--- config.mk ---
export PLATFORM = sky130hd
export DESIGN_NAME = game_session_ctrl
export DESIGN_NICKNAME = d
export VERILOG_FILES = /design/src/rtl/whack_pkg.sv /design/src/rtl/tick_prescaler.sv /design/src/rtl/game_session_ctrl.sv
export SDC_FILE = /design/constraint.sdc
export NUM_CORES = 1
export LEC_CHECK = 0
export ABC_AREA = 1
export BUFFER_PORTS_ARGS = -buffer_cell sky130_fd_sc_hd__buf_2
export CAP_MARGIN = 20
export CORE_ASPECT_RATIO = 1.2
export CORE_MARGIN = 2
export CORE_UTILIZATION = 55
export DETAILED_ROUTE_END_ITERATION = 12
export MAX_ROUTING_LAYER = met4
export PLACE_DENSITY = 0.89
export SLEW_MARGIN = 20
export SYNTH_ARGS = -nofsm -noshare
export SYNTH_HDL_FRONTEND = slang
export SYNTH_SLANG_ARGS = --single-unit
--- constraint.sdc ---
create_clock -name clk -period 5 [get_ports clk]
set_input_delay 1.5 -clock clk [delete_from_list [all_inputs] [get_ports clk]]
set_output_delay 1.5 -clock clk [all_outputs]
set_load 0.02 [all_outputs]
--- src/rtl/whack_pkg.sv ---
// whack_pkg: session state encoding and score-driven difficulty tables
// shared by the whack-a-mole session logic.
package whack_pkg;

   typedef enum logic [1:0] {
      IDLE = 2'd0,
      ARM  = 2'd1,
      PLAY = 2'd2,
      OVER = 2'd3
   } session_state_t;

   localparam logic [7:0] LVL1_TH = 8'd5;
   localparam logic [7:0] LVL2_TH = 8'd10;
   localparam logic [7:0] LVL3_TH = 8'd20;

   localparam logic [15:0] PRESET_TBL [4] = '{16'd5000, 16'd4000, 16'd3000, 16'd2000};
   localparam logic [2:0] NUM_LIT_TBL [4] = '{3'd1, 3'd2, 3'd3, 3'd4};

   function automatic logic [1:0] level_of(input logic [7:0] s);
      return s < LVL1_TH ? 2'd0 : s < LVL2_TH ? 2'd1 : s < LVL3_TH ? 2'd2 : 2'd3;
   endfunction

endpackage

--- src/rtl/tick_prescaler.sv ---
// tick_prescaler: divides clk into a one-cycle tick every TICK_DIV enabled cycles;
// clr restarts the interval so the next tick is a full period away.
module tick_prescaler #(
   parameter int TICK_DIV = 1000
) (
   input  logic clk,
   input  logic rst_n,
   input  logic ena,
   input  logic clr,
   output logic tick
);

   localparam int W = $clog2(TICK_DIV);

   logic [W-1:0] cnt;

   assign tick = ena && cnt == W'(TICK_DIV - 1);

   always_ff @(posedge clk or negedge rst_n)
      if (!rst_n) cnt <= '0;
      else if (clr) cnt <= '0;
      else if (ena) cnt <= tick ? '0 : cnt + 1'b1;

endmodule

--- src/rtl/game_session_ctrl.sv ---
// game_session_ctrl: whack-a-mole session sequencer (idle, countdown, timed play,
// game over) with score-driven difficulty and a best-score register.
module game_session_ctrl
   import whack_pkg::*;
#(
   parameter int TICK_DIV  = 1000,
   parameter int GAME_MS   = 60000,
   parameter int ARM_MS    = 1000,
   parameter int ARM_STEPS = 3
) (
   input  logic        clk,
   input  logic        rst_n,
   input  logic        ena,
   input  logic        start_btn,
   input  logic [7:0]  score,
   output logic [1:0]  state,
   output logic        play_en,
   output logic        fsm_rst_n,
   output logic        tick,
   output logic [15:0] time_left,
   output logic [1:0]  arm_digit,
   output logic [1:0]  level,
   output logic [15:0] round_preset,
   output logic [2:0]  num_lit,
   output logic [7:0]  high_score,
   output logic        new_high,
   output logic        game_over
);

   session_state_t cur, nxt;
   logic s1, s2, s3;
   logic [15:0] arm_cnt;
   logic start_rise, go, step_done, enter_arm, enter_play, enter_over;
   logic [1:0] lvl_nxt;

   // the synchroniser free-runs so a press during ena=0 is not half-captured
   always_ff @(posedge clk or negedge rst_n)
      if (!rst_n) {s1, s2, s3} <= '0;
      else {s1, s2, s3} <= {start_btn, s1, s2};

   assign start_rise = s2 & ~s3;
   assign go         = ena & start_rise;
   assign step_done  = tick && arm_cnt == 16'(ARM_MS - 1);
   assign enter_arm  = nxt == ARM && cur != ARM;
   assign enter_play = nxt == PLAY && cur == ARM;
   assign enter_over = nxt == OVER && cur == PLAY;
   assign lvl_nxt    = cur == PLAY ? level_of(score) : 2'd0;
   assign state      = cur;

   tick_prescaler #(.TICK_DIV(TICK_DIV)) u_presc (
      .clk   (clk),
      .rst_n (rst_n),
      .ena   (ena),
      .clr   (enter_arm | enter_play),
      .tick  (tick)
   );

   always_ff @(posedge clk or negedge rst_n)
      if (!rst_n) cur <= IDLE;
      else cur <= nxt;

   always_comb begin
      nxt = cur;
      case (cur)
         IDLE: nxt = go ? ARM : IDLE;
         ARM:  nxt = step_done && arm_digit == 2'd1 ? PLAY : ARM;
         PLAY: nxt = tick && time_left == 16'd1 ? OVER : PLAY;
         OVER: nxt = go ? ARM : OVER;
      endcase
   end

   always_comb begin
      play_en   = cur == PLAY;
      fsm_rst_n = cur == PLAY || cur == OVER;
      game_over = cur == OVER;
   end

   always_ff @(posedge clk or negedge rst_n)
      if (!rst_n) begin
         arm_cnt      <= '0;
         arm_digit    <= '0;
         time_left    <= '0;
         level        <= '0;
         round_preset <= PRESET_TBL[0];
         num_lit      <= NUM_LIT_TBL[0];
         high_score   <= '0;
         new_high     <= 1'b0;
      end else if (ena) begin
         new_high <= 1'b0;
         if (enter_arm) begin
            arm_cnt   <= '0;
            arm_digit <= 2'(ARM_STEPS);
         end else if (cur == ARM && tick) begin
            arm_cnt   <= step_done ? '0 : arm_cnt + 16'd1;
            arm_digit <= step_done ? arm_digit - 2'd1 : arm_digit;
         end
         if (enter_play) time_left <= 16'(GAME_MS);
         else if (cur == PLAY && tick) time_left <= time_left - 16'd1;
         if (enter_over && score > high_score) begin
            high_score <= score;
            new_high   <= 1'b1;
         end
         level        <= lvl_nxt;
         round_preset <= PRESET_TBL[lvl_nxt];
         num_lit      <= NUM_LIT_TBL[lvl_nxt];
      end

endmodule

Word-level counts from Yosys, hierarchy flattened
Cells that the tools add are included.
W data, S select, Z words.
- magnitude comparators: 5
- mux-type cells: 27
- reductions and logical operators: 20
- bitwise operators: 5
- add/sub/neg operators: 4
- eq/ne operators: 11
- operators with widths (kind ; number):
    $mux W16 ; 7
    $bmux W16 S2 ; 1
    $mux W10 ; 3
    $add A16 B1 Y16 const B ; 1
    $eq A16 B1 Y1 const B ; 1
    $eq A16 B10 Y1 const B ; 1
    $mux W2 ; 8
    $sub A16 B1 Y16 const B ; 1
    $add A10 B1 Y10 const B ; 1
    $eq A10 B10 Y1 const B ; 1
    $logic_and A1 B1 Y1 ; 10
    $eq A2 B2 Y1 const B ; 4
    $gt A8 B8 Y1 ; 1
    $lt A8 B3 Y1 const B ; 1
    $lt A8 B4 Y1 const B ; 1
    $lt A8 B5 Y1 const B ; 1
    $pmux W2 S4 ; 1
    $reduce_bool A2 Y1 ; 4
    $bmux W3 S2 ; 1
    $eq A2 B1 Y1 const B ; 3
    $mux W3 ; 2
    $reduce_and A2 Y1 ; 3
    $mux W1 ; 4
    $ge A3 B3 Y1 const B ; 1
    other kinds (9) ; 10
- logic and storage cells: 85
- bits in registers: 79

Depth between registers and ports, before layout
Gate-level depths: netlist of run 1.
- depth in word-level cells: 10
- depth in mapped cells: 12
- depth with buffers taken out: 12

Hierarchy
From an unflattened synthesis of run 1, not the netlist that was laid out.
- cells, all modules: 558
- area, all modules: 4107.7 um^2
- by module, submodules not included (module ; cells each ; area each (um^2) ; times used):
    game_session_ctrl ; 468 ; 3452.1 ; 1
    tick_prescaler ; 90 ; 655.6 ; 1

Worst setup path before layout of run 1
OpenSTA, ideal clock, no wires.
- path type: input port to output port
- from: in ena
- to: out tick
- path slack: 1461 ps
- data arrival time: 2039 ps
- stages: 5
- path buffers: 1
- path through: buf_4 -> nand2_1 -> nor3_1 -> nand3_1 -> inv_2
- word-level cells in the longest chain between the ends: 1
- RTL lines (item ; line ; text):
    start, declared ; game_session_ctrl.sv:13 ; input logic ena,
    $logic_and A1 B1 Y1 ; tick_prescaler.sv:17 ; assign tick = ena && cnt == W'(TICK_DIV - 1);
    end, declared ; game_session_ctrl.sv:19 ; output logic tick,
No other way between the ends.

Worst setup path after layout of run 1
Same ends and word-level chain as after synthesis.

==> summary.txt, run 1 <==
Route
  – WL met2: ~4300 um
  – Drt drc: 0
  – Antenna Nets Post-Route: 0
  – Met1 wire length: approximately 4000 um
  – Wirelength per Cell: about 13 um
  – Drt first pass iters: 5
  – Max Used Layer: met4
  – Wirelength, routed: 8850 um
  – Initial DRC count: approximately 240
  – Routed vias/inst: approximately 5.5
  – Met3 wire length: between 400 and 500 um
  – Via count: between 3000 and 4000

STA
  – RSZ-0062 raised after global routing: false
  – Final hold violation count: 0
  – Final hold slack: ~0.37 ns
  – Setup TNS: 0 ns
  – Final worst slack: 1.00 ns
  – Final worst-path cycle share: roughly four fifths
  – Final Max Slew Viols: 0
  – Max_slew headroom: between 40% and 50%
  – FMAX: 250 MHz
  – Min Tclk post-route: 4.00 ns
  – Worst Tran Pin Value: between 0.8 and 0.9 ns
  – Layout Skew: between 0.008 and 0.009 ns
  – Final setup viols: 0

Synth
  – Sequential-to-total area share from yosys stat: 40.5%
  – Post-synthesis mux area share: 0.252%
  – Yosys top cell by area: dfrtp_1
  – Synth Area in Compound Gates: between 10% and 20%
  – Post-synth EDFFs: 0
  – Synth Instances: just over 500
  – FFs w/ async S/R, synth: between 90% and 100%
  – Yosys cell types: 44
  – Warnings from Yosys: 0
  – Adder-cell area share of the yosys netlist: between 4 and 5%
  – Largest family of logic cells by synthesized area: simple AND/OR/NAND/NOR gates
  – Post-synthesis cell area: around 4000 um^2
  – Top cells by area, synth: dfrtp_1 39%, nand2_1 11%, inv_1 6.5%
  – Ys flop type: dfrtp_1
  – Synth Area in XOR/XNOR: roughly 4.2%
  – Avg Inst Size Synth: 7.68 um^2
  – Top cell type's share of synthesized area: between 30% and 40%
  – Post-Synth Simple-Gate Area: between 20% and 30%
  – Post-synthesis register bit count: 64

Power
  – Peak supply drop: between 0.00015 and 0.0002 V
  – Power Density: around 260 nW/um^2
  – Lkg Pwr: 0.00229 uW

Place
  – IO Port Bufs: 56
  – Routability cong.: ~0.94
  – Pre-CTS WS: 1.02 ns
  – Hpwl dp: approximately 6600 um
  – Cells after DPL: between 600 and 700

Clock tree
  – CTS H-tree lvls: 3
  – CTS sink cnt: 64
  – CTS tree: yes
  – Clock Latency Late Sink: roughly 0.35 ns
  – Cts hold-fix bufs: 0
  – Longest Clk Path Bufs: 2
  – CTS Buf Count: 9
  – Clock Pin Slew Worst Setup and Hold Paths: 0.06 ns
  – Setup bufs post-CTS: 0
  – Post-CTS Resized: 0
  – Root buffer cell: clkbuf_8

Status
  – Status: complete, no violations

Die
  – CORE AREA: 6900 um^2
  – Die area: approximately 8000 um^2
  – Die Y: between 90 and 100 um
  – Initial Util: between 50 and 60%
  – Std cell rows: 33
  – I/O pin cnt: 66
  – Die X: 81.5 um

Critical path
  – Setup CP Type: in2out
  – Setup crit end kind: output pin
  – Max FO, Critical Path: 18
  – Critical Path RT: ~3.5 ns
  – WP data arrival: 2.50 ns
  – Nature of the critical path startpoint: input port

Cells and area
  – Layout area overhead: 12.0%
  – Ant. Diodes: 0
  – Nets: between 500 and 600
  – Layout Cells excl Fill: roughly 660
  – # fillers: roughly 600
  – Final core occ: approximately 64%
  – Layout cells sized above 1: ~16%
  – Multi-input logic area: around 1900 um^2
  – Register area: between 1500 and 2000 um^2

Global route
  – Number of global-route vias before repair: 3499
  – Wire length of the first global-routing pass: roughly 16000 um
  – Pin count of the biggest net entering global routing: 39
  – GRT overflow: 0
  – Overall Global Routing Usage: between 20% and 30%
  – Antenna violations before repair: 0

Min path
  – HP Class: reg2reg

Flow run
  – MaxCap Viol Count: 0
power breakdown:
group          switching [uW]  internal [uW]
Clock                     203            291
Combinational            77.3           37.8
Sequential               26.9            540
Total                     308            869
cells in the mapped netlist, drive strengths merged, types with 2 or more instances:
library cell,n
ha,15
buf,19
a21oi,14
o21ai,29
conb,2
o211ai,7
nand2,113
o22ai,13
dfstp,2
o21a,4
inv,75
dfrtp,62
xnor2,6
o31ai,4
xor2,13
nand3,32
clkbuf,5
nor2,55
nand3b,2
nor3,17
nor4,2
nand4,16
per-layer routing:
| layer | up-vias | global-route usage (%) |
|---|---|---|
| met5 | - | - |
| li1 | 1770 | - |
| met1 | 1709 | 32.4 |
| met3 | 22 | 4.01 |
| met2 | 138 | 41.1 |
| met4 | 0 | 9.13 |
kinds of logic after synthesis:
| logic type | Yosys count |
|---|---|
| flops | 64 |
| fa+ha+maj | 16 |
| compound gates | 75 |
| simple gates | 240 |
| other cells | 2 |
| xor+xnor | 19 |
| mux | 1 |
| buf+inv | 99 |
critical path: stages:
cell and delay [ns]:
buf_2 0.27, nand2_1 0.12, nor3_1 0.19, nand3_1 0.13
inv_2 0.11, buf_2 0.17
layout make-up:
class                           instances  share of cell area, %
Clock buffer                           10                   3.10
Clock inverter                          5                   1.83
Inverter                               75                   6.34
Multi-Input combinational cell        360                   43.7
Sequential cell                        64                   36.1
Tap cell                               87                   2.45
Timing Repair Buffer                   57                   6.48
flip-flops by register name, summed over array words and instances (netlist names):
register,flops
time_left,16
round_preset,3
s1,1
s3,1
s2,1
level,1
num_lit,2
high_score,8
arm_cnt,16
u_presc.cnt,10
new_high,1
state,2
arm_digit,2
final timing paths:
path | from | slack, ns | depth (start not counted) | endpoint
max | ena | 1.00 | 6 | tick
min | s1 | 0.37 | 0 | s2
max reg2reg | u_presc.cnt[0] | 2.86 | 10 | time_left[5]
min reg2reg | s1 | 0.37 | 0 | s2
max in group asynchronous | rst_n | 2.84 | 2 | s2
min in group asynchronous | rst_n | 1.26 | 1 | arm_cnt[6]
per-stage QoR:
step	power, uW	area (um^2)
CTS	1180	4440
floorplan	656	3990
global placement	684	4220
global route	1230	4440
finish	1180	4440
detailed placement	690	4220
cells in the final DEF (no fill, tap or decap), types with 2 or more instances in the layout:
cell type / Yosys / layout
nand2_1: 111 / 111
inv_1: 69 / 69
dfrtp_1: 62 / 62
buf_2: 1 / 56
nor2_1: 51 / 51
nand3_1: 32 / 32
o21ai_0: 21 / 21
nor3_1: 16 / 16
nand4_1: 16 / 16
ha_1: 15 / 15
a21oi_1: 14 / 14
xor2_1: 13 / 13
o22ai_1: 13 / 13
clkbuf_8: 0 / 10
conb_1: 2 / 9
inv_2: 6 / 6
o21ai_1: 6 / 6
xnor2_1: 6 / 6
o211ai_1: 6 / 6
o21a_1: 4 / 4
o31ai_1: 4 / 4
nor2_2: 3 / 3
nor4_1: 2 / 2
nand3b_1: 2 / 2
bufinv_16: 0 / 2
dfstp_2: 2 / 2
Power figures use the tool's default switching activity.
==> run 2, diff against run 1 <==
clock period = 4 ns   (was 5 ns; I/O delays follow)
==> summary.txt, run 2 (synthesized netlist as in run 1, its figures left out) <==
Route
  – Wirelength per Cell: 13.4 um
  – Drt drc: 0
  – Antenna Nets Post-Route: 0
  – Via count: 3617
  – Routed vias/inst: between 5 and 6
  – Drt first pass iters: 4
  – Wirelength, routed: between 8000 and 9000 um
  – Initial DRC count: around 260

Place
  – Hpwl dp: around 6600 um
  – Routability cong.: 0.945
  – IO Port Bufs: 56

STA
  – Setup TNS: 0 ns
  – Worst Tran Pin Value: between 0.7 and 0.8 ns
  – Final hold violation count: 0
  – Final setup viols: 0
  – Layout Skew: between 0.009 and 0.01 ns
  – Final Max Slew Viols: 0
  – FMAX: ~300 MHz
  – RSZ-0062 raised after global routing: false
  – Final worst-path cycle share: a little over four fifths
  – Max_slew headroom: 53.1%
  – Min Tclk post-route: approximately 3.3 ns

Global route
  – Wire length of the first global-routing pass: 15300 um
  – Overall Global Routing Usage: 25.0%
  – Pin count of the biggest net entering global routing: 28
  – Number of global-route vias before repair: between 3000 and 4000
  – Antenna violations before repair: 0
  – GRT overflow: 0

Clock tree
  – CTS sink cnt: between 60 and 70
  – Root buffer cell: clkbuf_8
  – Longest Clk Path Bufs: 2
  – CTS H-tree lvls: 3
  – CTS Buf Count: 9
  – Cts hold-fix bufs: 0
  – Setup bufs post-CTS: 0
  – Clock Pin Slew Worst Setup and Hold Paths: about 0.07 ns
  – CTS tree: yes
  – Post-CTS Resized: 0
  – Clock Latency Late Sink: roughly 0.35 ns

Critical path
  – Critical Path Start: ena
  – R2R Path Start: high_score[2]
  – Crit path to: tick
  – Setup crit end kind: output pin
  – R2R Setup Slk: 1.87 ns
  – WP data arrival: ~2.1 ns
  – Max FO, Critical Path: 18
  – Reg-to-reg endpoint: high_score[3]
  – Setup CP Type: in2out
  – Nature of the critical path startpoint: input port
  – Worst R2R Path Depth: 9
  – Critical Path RT: 2.80 ns

Cells and area
  – Final core occ: about 65%
  – Regs by FF count: arm_cnt x16, time_left x16, u_presc.cnt x10
  – Register area: around 1600 um^2
  – Nets: ~600
  – Commonest non-fill, non-tap cell in the layout: nand2_1
  – Most frequent cells in the layout: 111 x nand2_1, 69 x inv_1, 62 x dfrtp_1
  – Layout cells sized above 1: roughly 16%
  – Multi-input logic area: around 1900 um^2
  – Ant. Diodes: 0
  – # fillers: ~570
  – Layout area overhead: 13.0%

Die
  – Initial Util: a little under three fifths
  – Die X: 81.5 um
  – Die area: 7910 um^2
  – Std cell rows: 33
  – Die Y: between 90 and 100 um
  – CORE AREA: approximately 6900 um^2
  – I/O pin cnt: 66

Power
  – Peak supply drop: approximately 0.00028 V
  – Power Density: 346 nW/um^2
  – Lkg Pwr: 0.00231 uW

Status
  – Status: complete, no violations

Min path
  – Hold depth: 0
  – HP Class: reg2reg

Flow run
  – MaxCap Viol Count: 0
[run 2: where the power goes]
group | internal, uW | switching [uW]
clock network | 434 | 268
logic | 47.8 | 94.5
registers | 674 | 31.6
total | 1160 | 394
[run 2: final cells by class]
class                           instances  area share (%)
Multi-Input combinational cell        360            43.2
Sequential cell                        64            35.8
Timing Repair Buffer                   58            6.59
Inverter                               75            6.28
Clock buffer                           10            3.07
Clock inverter                          6            2.60
Tap cell                               87            2.43
[run 2: stage by stage]
step                instances  area, um^2  setup WS [ns]  hold slack, ns  power [uW]
global placement          644        4230          0.703           0.332         855
finish                    660        4480          0.664           0.355        1550
CTS                       660        4480          0.693           0.353        1560
detailed placement        644        4230          0.691           0.336         860
global route              660        4480          0.570           0.357        1620
floorplan                 523        3990           1.06           0.331         820
[run 2: per-layer routing]
layer	part of all wire, %	vias up	global-route usage (%)
li1	-	1778	-
met1	43	1706	31.1
met2	49	118	39.7
met3	6.1	15	6.06
met4	1.7	0	8.08
met5	0	-	-
[run 2: how the worst min path moves through the flow]
stage / startpoint / endpoint / slack, ns
6_report: s1 / s2 / 0.36
3_3_place_gp: s1 / s2 / 0.33
5_1_grt: s1 / s2 / 0.36
3_5_place_dp: s1 / s2 / 0.34
4_1_cts: s1 / s2 / 0.35
2_1_floorplan: s1 / s2 / 0.33
[run 2: critical path: stages]
cell	delay [ns]
buf_2	0.26
nand2_1	0.12
nor3_1	0.15
nand3_1	0.12
inv_2	0.12
buf_2	0.17
